$ cat config.mk
export PLATFORM = sky130hd
export DESIGN_NAME = caliptra_fpga_sync_apb_seq
export DESIGN_NICKNAME = d
export VERILOG_FILES = /design/src/rtl/caliptra_fpga_sync_apb_seq.sv
export SDC_FILE = /design/constraint.sdc
export NUM_CORES = 1
export LEC_CHECK = 0
export BUFFER_PORTS_ARGS = -buffer_cell sky130_fd_sc_hd__buf_2
export CAP_MARGIN = 20
export CORE_MARGIN = 3
export CORE_UTILIZATION = 40
export CTS_CLUSTER_SIZE = 28
export DETAILED_ROUTE_END_ITERATION = 16
export GPL_TIMING_DRIVEN = 0
export HOLD_SLACK_MARGIN = 0.12
export PLACE_DENSITY = 0.71
export SETUP_SLACK_MARGIN = 0.15
export SLEW_MARGIN = 30
export SYNTH_ARGS = -nofsm -noshare
export SYNTH_HDL_FRONTEND = slang
export SYNTH_SLANG_ARGS = --single-unit
$ cat constraint.sdc
create_clock -name aclk -period 2.8 [get_ports aclk]
set_clock_uncertainty 0.15 [all_clocks]
set_input_delay 0.14 -clock aclk [delete_from_list [all_inputs] [get_ports aclk]]
set_output_delay 0.14 -clock aclk [all_outputs]
set_load 0.05 [all_outputs]
$ cat src/rtl/caliptra_fpga_sync_apb_seq.sv
// APB master sequencer: turns single host register requests into phased
// SETUP/ACCESS transfers toward caliptra_top, with a wait-state timeout and
// transfer/timeout statistics.
module caliptra_fpga_sync_apb_seq #(
  parameter int unsigned ADDR_W         = 32,
  parameter int unsigned USER_W         = 32,
  parameter int unsigned TIMEOUT_CYCLES = 256
) (
  input  logic              aclk,
  input  logic              rstn,
  // host request
  input  logic              req_valid,
  output logic              req_ready,
  input  logic              req_write,
  input  logic [ADDR_W-1:0] req_addr,
  input  logic [31:0]       req_wdata,
  input  logic [2:0]        req_pprot,
  input  logic [USER_W-1:0] req_pauser,
  // host response
  output logic              rsp_valid,
  input  logic              rsp_ready,
  output logic [31:0]       rsp_rdata,
  output logic              rsp_slverr,
  output logic              rsp_timeout,
  // APB master
  output logic              psel,
  output logic              penable,
  output logic              pwrite,
  output logic [ADDR_W-1:0] paddr,
  output logic [31:0]       pwdata,
  output logic [2:0]        pprot,
  output logic [USER_W-1:0] pauser,
  input  logic [31:0]       prdata,
  input  logic              pready,
  input  logic              pslverr,
  // status
  output logic              busy,
  output logic [31:0]       txn_count,
  output logic [15:0]       timeout_count
);

  typedef enum logic [1:0] {StIdle, StSetup, StAccess, StResp} state_e;

  localparam bit          TimeoutEn   = (TIMEOUT_CYCLES != 0);
  localparam logic [31:0] TimeoutLast = 32'(TIMEOUT_CYCLES) - 32'd1;

  state_e              state_q, state_d;
  logic [31:0]         wait_q;
  logic                pwrite_q;
  logic [ADDR_W-1:0]   paddr_q;
  logic [31:0]         pwdata_q;
  logic [2:0]          pprot_q;
  logic [USER_W-1:0]   pauser_q;
  logic [31:0]         rsp_rdata_q;
  logic                rsp_slverr_q;
  logic                rsp_timeout_q;
  logic [31:0]         txn_count_q;
  logic [15:0]         timeout_count_q;

  logic accept, access_done, access_to, rsp_hs;

  assign accept      = (state_q == StIdle) && req_valid;
  assign access_done = (state_q == StAccess) && pready;
  // pready on the last allowed cycle wins over the timeout
  assign access_to   = (state_q == StAccess) && !pready && TimeoutEn && (wait_q == TimeoutLast);
  assign rsp_hs      = (state_q == StResp) && rsp_ready;

  // State register
  always_ff @(posedge aclk or negedge rstn) begin
    if (!rstn) begin
      state_q <= StIdle;
    end else begin
      state_q <= state_d;
    end
  end

  // Next-state logic
  always_comb begin
    state_d = state_q;
    unique case (state_q)
      StIdle:   if (accept) state_d = StSetup;
      StSetup:  state_d = StAccess;
      StAccess: if (access_done || access_to) state_d = StResp;
      StResp:   if (rsp_hs) state_d = StIdle;
      default:  state_d = StIdle;
    endcase
  end

  // Handshake and APB phase outputs decoded from state
  always_comb begin
    req_ready = (state_q == StIdle);
    psel      = (state_q == StSetup) || (state_q == StAccess);
    penable   = (state_q == StAccess);
    rsp_valid = (state_q == StResp);
    busy      = (state_q != StIdle);
  end

  // APB address/data fields: loaded only on request accept, held otherwise
  always_ff @(posedge aclk or negedge rstn) begin
    if (!rstn) begin
      pwrite_q <= 1'b0;
      paddr_q  <= '0;
      pwdata_q <= '0;
      pprot_q  <= '0;
      pauser_q <= '0;
    end else if (accept) begin
      pwrite_q <= req_write;
      paddr_q  <= req_addr;
      pwdata_q <= req_wdata;
      pprot_q  <= req_pprot;
      pauser_q <= req_pauser;
    end
  end

  // Wait-state counter: cleared in SETUP, counts unready ACCESS cycles
  always_ff @(posedge aclk or negedge rstn) begin
    if (!rstn) begin
      wait_q <= '0;
    end else if (state_q == StSetup) begin
      wait_q <= '0;
    end else if ((state_q == StAccess) && !access_done && !access_to) begin
      wait_q <= wait_q + 32'd1;
    end
  end

  // Response capture at the end of ACCESS; held through RESP
  always_ff @(posedge aclk or negedge rstn) begin
    if (!rstn) begin
      rsp_rdata_q   <= '0;
      rsp_slverr_q  <= 1'b0;
      rsp_timeout_q <= 1'b0;
    end else if (access_done) begin
      rsp_rdata_q   <= pwrite_q ? 32'd0 : prdata;
      rsp_slverr_q  <= pslverr;
      rsp_timeout_q <= 1'b0;
    end else if (access_to) begin
      rsp_rdata_q   <= '0;
      rsp_slverr_q  <= 1'b1;
      rsp_timeout_q <= 1'b1;
    end
  end

  // Statistics: advance only on the response handshake edge
  always_ff @(posedge aclk or negedge rstn) begin
    if (!rstn) begin
      txn_count_q     <= '0;
      timeout_count_q <= '0;
    end else if (rsp_hs) begin
      txn_count_q <= txn_count_q + 32'd1;
      if (rsp_timeout_q && (timeout_count_q != 16'hFFFF)) begin
        timeout_count_q <= timeout_count_q + 16'd1;
      end
    end
  end

  assign pwrite        = pwrite_q;
  assign paddr         = paddr_q;
  assign pwdata        = pwdata_q;
  assign pprot         = pprot_q;
  assign pauser        = pauser_q;
  assign rsp_rdata     = rsp_rdata_q;
  assign rsp_slverr    = rsp_slverr_q;
  assign rsp_timeout   = rsp_timeout_q;
  assign txn_count     = txn_count_q;
  assign timeout_count = timeout_count_q;

endmodule

-- After elaboration in Yosys (flattened, before gate mapping)
Index checks and enable logic that the tools add are counted.
Widths: inputs -> output; s select.
- add/sub/neg operators: 3
- equality and inequality tests: 8
- muxes and demuxes: 12
- reductions and logical operators: 19
- operators with widths (operator ; count):
    $mux 32 ; 5
    $add 32x1->32 const B ; 2
    $eq 32x8->1 const B ; 1
    $add 16x1->16 const B ; 1
    $ne 16x16->1 const B ; 1
    $logic_and 1x1->1 ; 8
    $pmux 2 s4 ; 1
    $mux 2 ; 3
    $ne 2x1->1 const B ; 3
    $reduce_bool 2->1 ; 3
    $eq 2x2->1 const B ; 2
    $logic_not 1->1 ; 3
    $mux 1 ; 3
    $reduce_and 3->1 ; 1
    $eq 2x1->1 const B ; 1
    $logic_not 2->1 ; 1
    $logic_or 1x1->1 ; 2
    $reduce_and 2->1 ; 1
- flip-flop bits (word level): 216
- input bits: 138
- output and inout port bits: 187
- logic and storage cells: 54

-- Longest topological paths before layout
Gate-level depths: netlist of run 1.
- depth in word-level cells: 7
- gate-level depth with buffers: 8
- depth with buffers taken out: 7

-- Worst setup path before layout of run 1
No wires, ideal clock.
- path kind: reg2reg
- start: reg state_q[0]
- end: reg state_q[1]
- library setup time: 120 ps
- arrival time: 2490 ps
- data required time: 2530 ps
- setup slack: 41 ps
- cell stages (with the launch flop): 9
- buffers on the path: 1
- period minus slack after synthesis: 2759 ps
- cell sequence: dfrtp_1 -> inv_1 -> ha_1 -> nor4b_2 -> nand4_1 -> o41ai_2 -> buf_4 -> a21oi_1 -> a31o_1
- longest elaborated chain between the ends: 6
- elaborated cells on any way between the ends: 15
- those cells by class: 6 x eq/ne; 1 x mux; 8 x reduce/logical
- RTL lines (what ; RTL line ; text):
    start, declared ; 47 ; state_e state_q, state_d;
    start signal, assigned ; 71 ; state_q <= StIdle;
    start signal, assigned ; 73 ; state_q <= state_d;
    $eq 2x2->1 (*) ; n/a ;
    named net penable ; 27 ; output logic penable,
    $logic_and 1x1->1 (2 in a row) ; 65 ; assign access_to = (state_q == StAccess) && !pready && TimeoutEn && (wait_q == TimeoutLast);
    $logic_or 1x1->1 ; 83 ; StAccess: if (access_done || access_to) state_d = StResp;
    $ne 2x1->1 (no source line) ; n/a ;
    $reduce_and 3->1 (no source line) ; n/a ;
The timed path passes the listed nets; every way through them passes the cells marked *.
A chain may end at the register's enable or synchronous reset.

-- Worst setup path in the final report of run 1
- start: reg state_q[0]
- end: reg timeout_count_q[14], in the netlist timeout_count[14]
- longest elaborated chain between the ends: 3
- RTL lines (what ; RTL line ; text):
    $eq 2x2->1 ; 66 ; assign rsp_hs = (state_q == StResp) && rsp_ready;
    $logic_and 1x1->1 ; 66 ;
    $reduce_and 2->1 (no source line) ; n/a ;
    end signal, assigned ; 151 ; timeout_count_q <= timeout_count_q + 16'd1;
    end, declared ; 58 ; logic [15:0] timeout_count_q;
Every way passes these cells.

==> impl_results.md, run 1 <==
* Asr flop ratio synth at 100%
* Worst Setup SP: state_q[0]
* Most frequent cells after synthesis: 216 x dfrtp_1, 105 x mux2_2, 38 x xnor2_1
* Mapped Nets at 825
* Pre-CTS WS at -0.0376 ns
* Worst-path fanout max at 6
* Global route total overflow at 0
* Tcrit/Tclk final at 92.5%
* Worst slew margin at 41.5%
* Hold Path Class: input port to register
* DR WL/cell at 18.2 µm
* Vias in the first global route at 7,704
* Clk sinks at 216
* Synthesized instance count at 680
* Post-synth cell types at 43
* Remaining antenna violation count at 0
* Sequential element share of the synthesized area at 61.0%
* R2R setup slack at 0.21 ns
* Cts bufs inserted at 23
* Setup ws final at 0.209 ns
* Worst skew pair latency at 0.50 ns
* Power Dens Cells at 1120 nW/µm²
* EDFF count, synth at 0
* DP HPWL at 17.3 mm
* # port buffers at 324
* Layout area overhead at 48.3%
* Yosys synthesis warning count at 0
* RSZ-0062 raised after global routing: yes
* Synth top area share at 61.0%
* Initial Utilization at 41.4%
* Hold Startpoint: prdata[15]
* Initial antenna violation count at 1
* Synth area leader: dfrtp_1
* Via count at 7,418
* First-pass GRT wire length at 41.3 mm
* DRT iter0 DRCs at 396
* Hold path cells at 3
* Fmax at 386 MHz
* Worst R2R Start: state_q[0]
* Gpl congestion at 0.781
* Share of layout cells above drive strength 1 at 41.6%
* Worst Hold End: rsp_rdata[15]
* DIE AREA at 24,000 µm²
* Status: completed
* Endpoints failing hold at 0
* CP startpoint kind: register
* Clock transition at path regs at 0.06 ns
* Placed insts at 1,281
* Final setup fails at 0
* Cell row count at 53
* Least-Margin Pin Slew at 0.877 ns
* Area contributors post-synth: dfrtp_1 61%, mux2_2 13%, xnor2_1 3.8%, a22o_1 3.2%, nand3_1 1.9%
* Chip width at 155 µm
* Mapped Area at 8870 µm²
* Pleak at 6.38 nW
* # nets final at 1,318
* Routed WL at 26.6 mm
* Crit Path Category: register to register
* Root Driver: clkbuf_16
* Top-count cell post-synth: dfrtp_1
* Worst Setup End Kind: register
* Tot Pwr at 14.7 mW
* TritonRoute pass-1 iters at 7
* Average cell area after synthesis at 13.0 µm²
* Chip height at 155 µm
* Worst VDD drop at 748 µV
* Period minus WS final at 2.59 ns
* I/O Pins at 325
* Post-synth top flop: dfrtp_1
* TritonCTS clock tree: done
* CTS max path bufs at 3
* Critical Path RT at 3.04 ns
* Worst r2r path cells at 7
* Yosys reg bits at 216
* Core box area at 21,400 µm²
* R2r endpoint: timeout_count[14]
* CP arrival at 2.83 ns
* H-tree depth at 1
* Via/cell ratio at 5.06
* Residual DRC count at 0
* Largest net degree at the start of global routing at 89
* Final Instance Count excl. Fillers at 1,465
* Total GRT Usage at 21.2%
* Setup_tns at 0 ns
* Maxcap violations at 0
* Fin. max-slew vios at 0
## layer usage
metal	vias up	GRT usage [%]	share of wire, %	wire (µm)
met5	-	0	0	0
met3	59	4.31	6.2	1660
met1	3649	25.7	40	10500
met4	0	6.73	2.9	785
met2	281	37.9	51	13600
li1	3429	-	-	-
## worst max path at each step
stage                        end  slack, ns  cells after the start
2_1_floorplan  timeout_count[13]       0.16                      7
3_3_place_gp          pwdata[31]      -2.25                      1
3_5_place_dp       rsp_rdata[25]      -0.04                      8
4_1_cts                wait_q[1]       0.17                      9
5_1_grt        timeout_count[13]       0.04                      7
6_report       timeout_count[14]       0.21                      7
## per-stage QoR
step                hold WS, ns  util (%)  area [µm²]
CTS                       0.205      61.2       13100
global route              0.233      61.4       13200
floorplan                -0.306         -        8870
global placement          0.207      50.6       10800
finish                    0.237      61.4       13200
detailed placement      -0.0832      50.9       10900
## state kept, by name, indices dropped and copies added, names as in the netlist
register	flops
paddr	32
pauser	32
pprot	3
pwdata	32
pwrite	1
rsp_rdata	32
rsp_slverr	1
rsp_timeout	1
state_q	2
timeout_count	16
txn_count	32
wait_q	32
## logic make-up (layout without fill, tap and decap cells)
group / after synthesis / in the layout / share of synthesized area (%)
XOR/XNOR: 53 / 53 / 5.24
AND/OR/NAND/NOR: 180 / 180 / 11.3
multiplexers: 106 / 106 / 13.4
buffers and inverters: 34 / 543 / 1.54
other: 0 / 1 / 0
flip-flops: 216 / 216 / 61.0
adder cells (fa/ha/maj): 7 / 7 / 0.988
AO/OA/AOI/OAI: 84 / 84 / 6.49
## where the power goes
part	internal, mW	leakage (nW)	switching (mW)	total, mW
Combinational	1.92	3.25	5.02	6.94
Sequential	4.10	2.75	0.559	4.66
Clock	1.84	0.376	1.25	3.09
Total	7.86	6.38	6.83	14.7
## layout by cell type (no fill, tap or decap), types with 6 or more instances in the layout
cell type / n
a21oi_1: 24
xnor2_1: 38
ha_1: 6
and3_1: 12
buf_2: 326
dfrtp_1: 216
dlygate4sd3_1: 139
mux2_2: 105
inv_1: 10
nand4_1: 18
nor2b_1: 7
o21ai_0: 17
xor2_1: 15
nand3_1: 33
or3_1: 17
nor3_1: 7
clkinv_2: 6
nor4_1: 6
nor2_1: 24
clkbuf_1: 19
nand2_1: 34
clkbuf_16: 23
a22o_1: 32
## critical path, stage by stage (launching register included)
cell,delay [ns]
dfrtp_1,0.40
ha_1,0.23
and2_1,0.14
clkbuf_1,0.33
nand2_1,0.23
a2111oi_1,0.65
nand3_1,0.19
xnor2_1,0.16
## area by class of cell
type                    instances  area, µm²
well taps                     275        344
clock buffers                  28        614
inverters                      10       37.5
flip-flops and latches        216       5410
clock inverters                13        153
diodes                          1       2.50
multi-input cells             430       3370
repair buffers                468       3110
plain buffers                  24        108
fillers                      1628       8270
## timing repair
item                                    4_1_cts  5_1_grt
pin swaps                                     1        1
endpoints found under the hold margin       366        0
gates resized for setup                       4       11
hold buffers                                140        0
buffers inserted                              2        0
endpoints found under the setup margin       50       55
(Power assumes the default switching activity.)
==> inputs of run 2 (changes only) <==
Settings changed: GPL_TIMING_DRIVEN 0 to 1.
==> run 2 against run 1 <==
  * Flip-flop and latch count unchanged
  * Sequential share of layout area is 0.29 points lower
  * Maximum frequency grew 5.8%
  * Wire length decreased by 0.52%
  * Sequential power hardly changed
  * Total power rose by 0.98%
  * Hold slack worse by 0.0031 ns
  * Setup slack better by 0.14 ns
  * Highest routed layer unchanged
  * First-iteration DRC count grew 1.8%
  * Via count grew 0.30%
  * Largest power group unchanged
  * Clock power rose by 2%
  * Die area did not move
==> impl_results.md, run 2 (synthesized netlist as in run 1, its figures left out) <==
* Status: completed (unchanged)
* Seq. cell area at 5410 µm² (unchanged)
* H-tree depth at 1 (unchanged)
* Commonest non-fill, non-tap cell in the layout: buf_2 (unchanged)
* Remaining antenna violation count at 0 (unchanged)
* First-pass GRT wire length at 41.4 mm (was 41.3 mm)
* I/O Pins at 325 (unchanged)
* Power Dens Cells at 1120 nW/µm² (about the same)
* Worst-path fanout max at 6 (unchanged)
* Core box area at 21,400 µm² (unchanged)
* CP arrival at 2.69 ns (was 2.83 ns)
* Via count at 7,440 (was 7,418)
* CP startpoint kind: register (unchanged)
* Postcts setup bufs at 0 (was 2)
* Hold path cells at 3 (unchanged)
* Final setup fails at 0 (unchanged)
* Total GRT Usage at 21.3% (was 21.2%)
* Worst R2R Start: state_q[0] (unchanged)
* Post-Place Cell Area at 11,000 µm² (was 10,900 µm²)
* Fmax at 408 MHz (was 386 MHz)
* Sw frac at 46.0% (was 46.5%)
* DP HPWL at 16.9 mm (was 17.3 mm)
* WHS at 0.234 ns (was 0.237 ns)
* Least-Margin Pin Slew at 0.697 ns (was 0.877 ns)
* Most frequent cells in the layout: 323 x buf_2, 216 x dfrtp_1, 145 x dlygate4sd3_1 (was 326 x buf_2, 216 x dfrtp_1, 139 x dlygate4sd3_1)
* Global route total overflow at 0 (unchanged)
* Worst VDD drop at 797 µV (was 748 µV)
* Clock transition at path regs at 0.06 ns (about the same)
* Critical Path RT at 3.04 ns (about the same)
* Fin. max-slew vios at 0 (unchanged)
* Chip width at 155 µm (unchanged)
* Maxcap violations at 0 (unchanged)
* Period minus WS final at 2.45 ns (was 2.59 ns)
* # port buffers at 324 (unchanged)
* Tcrit/Tclk final at 87.5% (was 92.5%)
* Root Driver: clkbuf_16 (unchanged)
* Worst Setup End Kind: register (unchanged)
* R2r endpoint: wait_q[18] (was timeout_count[14])
* Worst Hold End: rsp_rdata[0] (was rsp_rdata[15])
* Cell row count at 53 (unchanged)
* Crit Path Category: register to register (unchanged)
* Routed WL at 26.5 mm (was 26.6 mm)
* R2R setup slack at 0.35 ns (was 0.21 ns)
* Vias in the first global route at 7,903 (was 7,704)
* CTS max path bufs at 3 (unchanged)
* Setup_tns at 0 ns (unchanged)
* Worst r2r path cells at 8 (was 7)
* Chip height at 155 µm (unchanged)
* DR WL/cell at 18.0 µm (was 18.2 µm)
* Fin util at 61.8% (was 61.4%)
* Via/cell ratio at 5.07 (was 5.06)
* Layout area overhead at 49.4% (was 48.3%)
* TritonRoute pass-1 iters at 5 (was 7)
* DRT iter0 DRCs at 403 (was 396)
* Gpl congestion at 0.791 (was 0.781)
* Fin area at 13,200 µm² (about the same)
* Residual DRC count at 0 (unchanged)
* Share of layout cells above drive strength 1 at 42.2% (was 41.6%)
* Initial antenna violation count at 1 (unchanged)
* Area of the multi-input gates at 3360 µm² (was 3370 µm²)
* Hold Startpoint: prdata[0] (was prdata[15])
* Pleak at 6.45 nW (was 6.38 nW)
* # nets final at 1,319 (was 1,318)
* Cts bufs inserted at 24 (was 23)
* Logic pwr share at 47.2% (was 47.3%)
* Worst slew margin at 53.5% (was 41.5%)
* Clock Power Share at 21.2% (was 21.0%)
* Largest net degree at the start of global routing at 84 (was 89)
* Initial Utilization at 41.4% (unchanged)
* TritonCTS clock tree: done (unchanged)
* Clk sinks at 216 (unchanged)
* Worst skew pair latency at 0.51 ns (was 0.50 ns)
* Hold Path Class: input port to register (unchanged)
* Endpoints failing hold at 0 (unchanged)
* DIE AREA at 24,000 µm² (unchanged)
* Internal Dissipation at 8.01 mW (was 7.86 mW)
* Reg power frac at 31.5% (was 31.7%)
* Fillcell total at 1,610 (was 1,628)
* RSZ-0062 raised after global routing: no (was yes)
* Sw Pwr at 6.83 mW (about the same)
-- run 2: cell types whose count changed in the layout (fill, tap and decap cells not counted), sizes merged --
cell,delta
clkbuf,-14
buf,+11
dlygate4sd3,+6
inv,-1
-- run 2: layer usage --
layer  vias up  share of wire [%]  global-route usage [%]  wire length [µm]
met1      3626                 39                    25.0             10200
met5         -                  0                       0                 0
met4         0                3.9                    7.57              1020
met2       289                 51                    38.5             13600
met3        72                5.9                    4.39              1570
li1       3453                  -                       -                 -
-- run 2: worst max-delay path, cell delays in order (launching register included) --
cell and delay (ns):
dfrtp_1 0.41, inv_1 0.09, ha_2 0.18, buf_4 0.15, nand2b_1 0.12, nor3_1 0.34, o211ai_1 0.28, nor4_1 0.25
mux2_2 0.36
-- run 2: metrics by stage --
stage / setup WS (ns) / std cells / power, mW
CTS: 0.263 / 1465 / 14.8
global route: 0.186 / 1467 / 15.4
detailed placement: 0.288 / 1277 / 11.4
finish: 0.351 / 1467 / 14.8
global placement: 0.351 / 1277 / 11.3
floorplan: 0.157 / 680 / 9.63
-- run 2: how the worst max path moves through the flow --
stage	endpoint	from	cells after the start	slack [ns]
after floorplan	timeout_count[13]	state_q[0]	7	0.16
after global placement	wait_q[28]	state_q[0]	7	0.35
after detailed placement	wait_q[30]	state_q[0]	7	0.29
after CTS	wait_q[30]	state_q[0]	7	0.26
after global routing	wait_q[18]	state_q[0]	8	0.19
final	wait_q[18]	state_q[0]	8	0.35
-- run 2: timing repair --
| item | CTS | global route |
|---|---|---|
| setup endpoints to repair | 0 | 33 |
| hold buffers | 145 | 0 |
| endpoints found under the hold margin | 343 | 0 |
| resized for setup | 0 | 2 |
-- run 2: layout make-up --
type	instances	share of cell area, %
Antenna cell	1	0.0189
Clock buffer	31	4.81
Clock inverter	12	1.20
Inverter	10	0.283
Multi-Input combinational cell	430	25.4
Sequential cell	216	40.8
Tap cell	275	2.60
Timing Repair Buffer	492	24.9
-- run 2: power by group through the flow --
stage / Clock [mW] / Combinational, mW / Sequential [mW]
floorplan: 0 / 1.70 / 7.93
global placement: 0 / 6.65 / 4.61
detailed placement: 0 / 6.72 / 4.66
CTS: 3.23 / 6.94 / 4.62
global route: 3.35 / 7.29 / 4.79
finish: 3.15 / 7.01 / 4.68
==> inputs of run 3 (changes only) <==
Settings changed: RECOVER_POWER set to 100.
==> run 3 against run 2 <==
  * Critical path depth decreased by 3
  * Final area shrank 2.3%
  * Maximum frequency fell by 3.6%
  * Wire length increased by 0.63%
  * Non-clock buffer count unchanged
  * Sequential power about the same
  * Cell count about the same
  * Via count rose by 0.38%
  * Largest power group unchanged
  * Highest routed layer unchanged
==> impl_results.md, run 3 (synthesized netlist as in run 1, its figures left out) <==
* Status: completed (unchanged)
* Critical Path RT at 3.03 ns (was 3.04 ns)
* Chip height at 155 µm (unchanged)
* CP startpoint kind: register (unchanged)
* Chip width at 155 µm (unchanged)
* Least-Margin Pin Slew at 1.19 ns (was 0.697 ns)
* Setup_tns at 0 ns (unchanged)
* Cell row count at 53 (unchanged)
* Root Driver: clkbuf_16 (unchanged)
* TritonRoute pass-1 iters at 5 (unchanged)
* Layout area overhead at 45.9% (was 49.4%)
* Pleak at 5.78 nW (was 6.45 nW)
* Initial antenna violation count at 1 (unchanged)
* Fmax at 394 MHz (was 408 MHz)
* Hold Path Class: input port to register (unchanged)
* Clock transition at path regs at 0.06 ns (about the same)
* # port buffers at 324 (unchanged)
* Worst slew margin at 21.0% (was 53.5%)
* Most frequent cells in the layout: 216 x dfrtp_1, 201 x clkbuf_1, 145 x dlygate4sd3_1 (was 323 x buf_2, 216 x dfrtp_1, 145 x dlygate4sd3_1)
* Residual DRC count at 0 (unchanged)
* DIE AREA at 24,000 µm² (unchanged)
* Remaining antenna violation count at 0 (unchanged)
* Global route total overflow at 0 (unchanged)
* DRT iter0 DRCs at 434 (was 403)
* Core box area at 21,400 µm² (unchanged)
* First-pass GRT wire length at 41.4 mm (unchanged)
* Via/cell ratio at 5.09 (was 5.07)
* Gpl congestion at 0.791 (unchanged)
* H-tree depth at 1 (unchanged)
* Worst-path fanout max at 63 (was 6)
* Final setup fails at 0 (unchanged)
* Power Dens Cells at 1130 nW/µm² (was 1120 nW/µm²)
* Largest net degree at the start of global routing at 84 (unchanged)
* Fillcell total at 1,749 (was 1,610)
* Routed WL at 26.6 mm (was 26.5 mm)
* Period minus WS final at 2.54 ns (was 2.45 ns)
* Endpoints failing hold at 0 (unchanged)
* Fin. max-slew vios at 0 (unchanged)
* Share of layout cells above drive strength 1 at 25.8% (was 42.2%)
* Via count at 7,468 (was 7,440)
* CTS max path bufs at 3 (unchanged)
* DP HPWL at 16.9 mm (unchanged)
* I/O Pins at 325 (unchanged)
* RSZ-0062 raised after global routing: no (unchanged)
* Final Instance Count excl. Fillers at 1,468 (was 1,467)
* CP arrival at 2.77 ns (was 2.69 ns)
* Worst R2R Start: state_q[0] (unchanged)
* Hold Startpoint: prdata[1] (was prdata[0])
* Vias in the first global route at 7,903 (unchanged)
* DR WL/cell at 18.1 µm (was 18.0 µm)
* Worst Setup End Kind: register (unchanged)
* Post-Place Cell Area at 11,000 µm² (unchanged)
* Maxcap violations at 0 (unchanged)
* Worst Setup SP: state_q[0] (unchanged)
* # nets final at 1,319 (unchanged)
* Clk sinks at 216 (unchanged)
* Commonest non-fill, non-tap cell in the layout: dfrtp_1 (was buf_2)
* TritonCTS clock tree: done (unchanged)
* Placed insts at 1,277 (unchanged)
* Postcts setup bufs at 0 (unchanged)
* Worst VDD drop at 776 µV (was 797 µV)
* Crit Path Category: register to register (unchanged)
* Tcrit/Tclk final at 90.7% (was 87.5%)
* Initial Utilization at 41.4% (unchanged)
* Cts bufs inserted at 24 (unchanged)
* Total GRT Usage at 21.3% (unchanged)
* Worst skew pair latency at 0.51 ns (about the same)
* Fin area at 12,900 µm² (was 13,200 µm²)
==> run 3: layout make-up <==
| type | instances | area, µm² | share of cell area (%) |
|---|---|---|---|
| Sequential cell | 216 | 5410 | 41.8 |
| Multi-Input combinational cell | 430 | 3350 | 25.9 |
| Timing Repair Buffer | 492 | 3000 | 23.2 |
| Clock buffer | 31 | 637 | 4.92 |
| Tap cell | 275 | 344 | 2.66 |
| Clock inverter | 12 | 159 | 1.23 |
| Inverter | 10 | 37.5 | 0.290 |
| Antenna cell | 2 | 5.00 | 0.0387 |
==> run 3: what timing repair did <==
item / in CTS / in global routing
resized for setup: 0 / 2
hold endpoints to repair: 343 / 0
hold buffers: 145 / 0
setup endpoints to repair: 0 / 33
==> run 3: path summary, 6_finish.rpt <==
check,end,slack (ns),depth (start not counted)
setup reg to reg,paddr[8],0.26,5
max in group asynchronous,timeout_count[13],0.49,4
setup / recovery,paddr[8],0.26,5
min in group asynchronous,txn_count[27],0.83,3
hold reg to reg,txn_count[22],0.34,1
hold / removal,rsp_rdata[1],0.23,3
==> run 3: report_power, final <==
group | switching [mW] | internal (mW)
registers | 0.614 | 4.10
clock network | 1.26 | 1.89
logic | 5.00 | 1.70
total | 6.87 | 7.70
==> run 3: critical path, stage by stage, from the launching register on <==
cell      delay [ns]
dfrtp_1         0.40
inv_1           0.08
ha_1            0.29
nand2_4         0.25
clkbuf_4        0.78
mux2_2          0.43
==> run 3: through the flow <==
step           setup slack (ns)  hold WS (ns)  util (%)  total power [mW]
6_report                  0.261         0.232      60.4              14.6
5_1_grt                   0.120         0.234      60.4              15.2
4_1_cts                   0.263         0.208      61.6              14.8
3_5_place_dp              0.288         0.103      51.2              11.4
3_3_place_gp              0.351        0.0909      51.2              11.3
2_1_floorplan             0.157        -0.306         -              9.63
==> run 3: layer usage <==
layer	track usage [%]	part of all wire (%)
met4	7.57	3.7
met1	25.0	39
met3	4.39	5.9
met2	38.5	51
met5	0	0
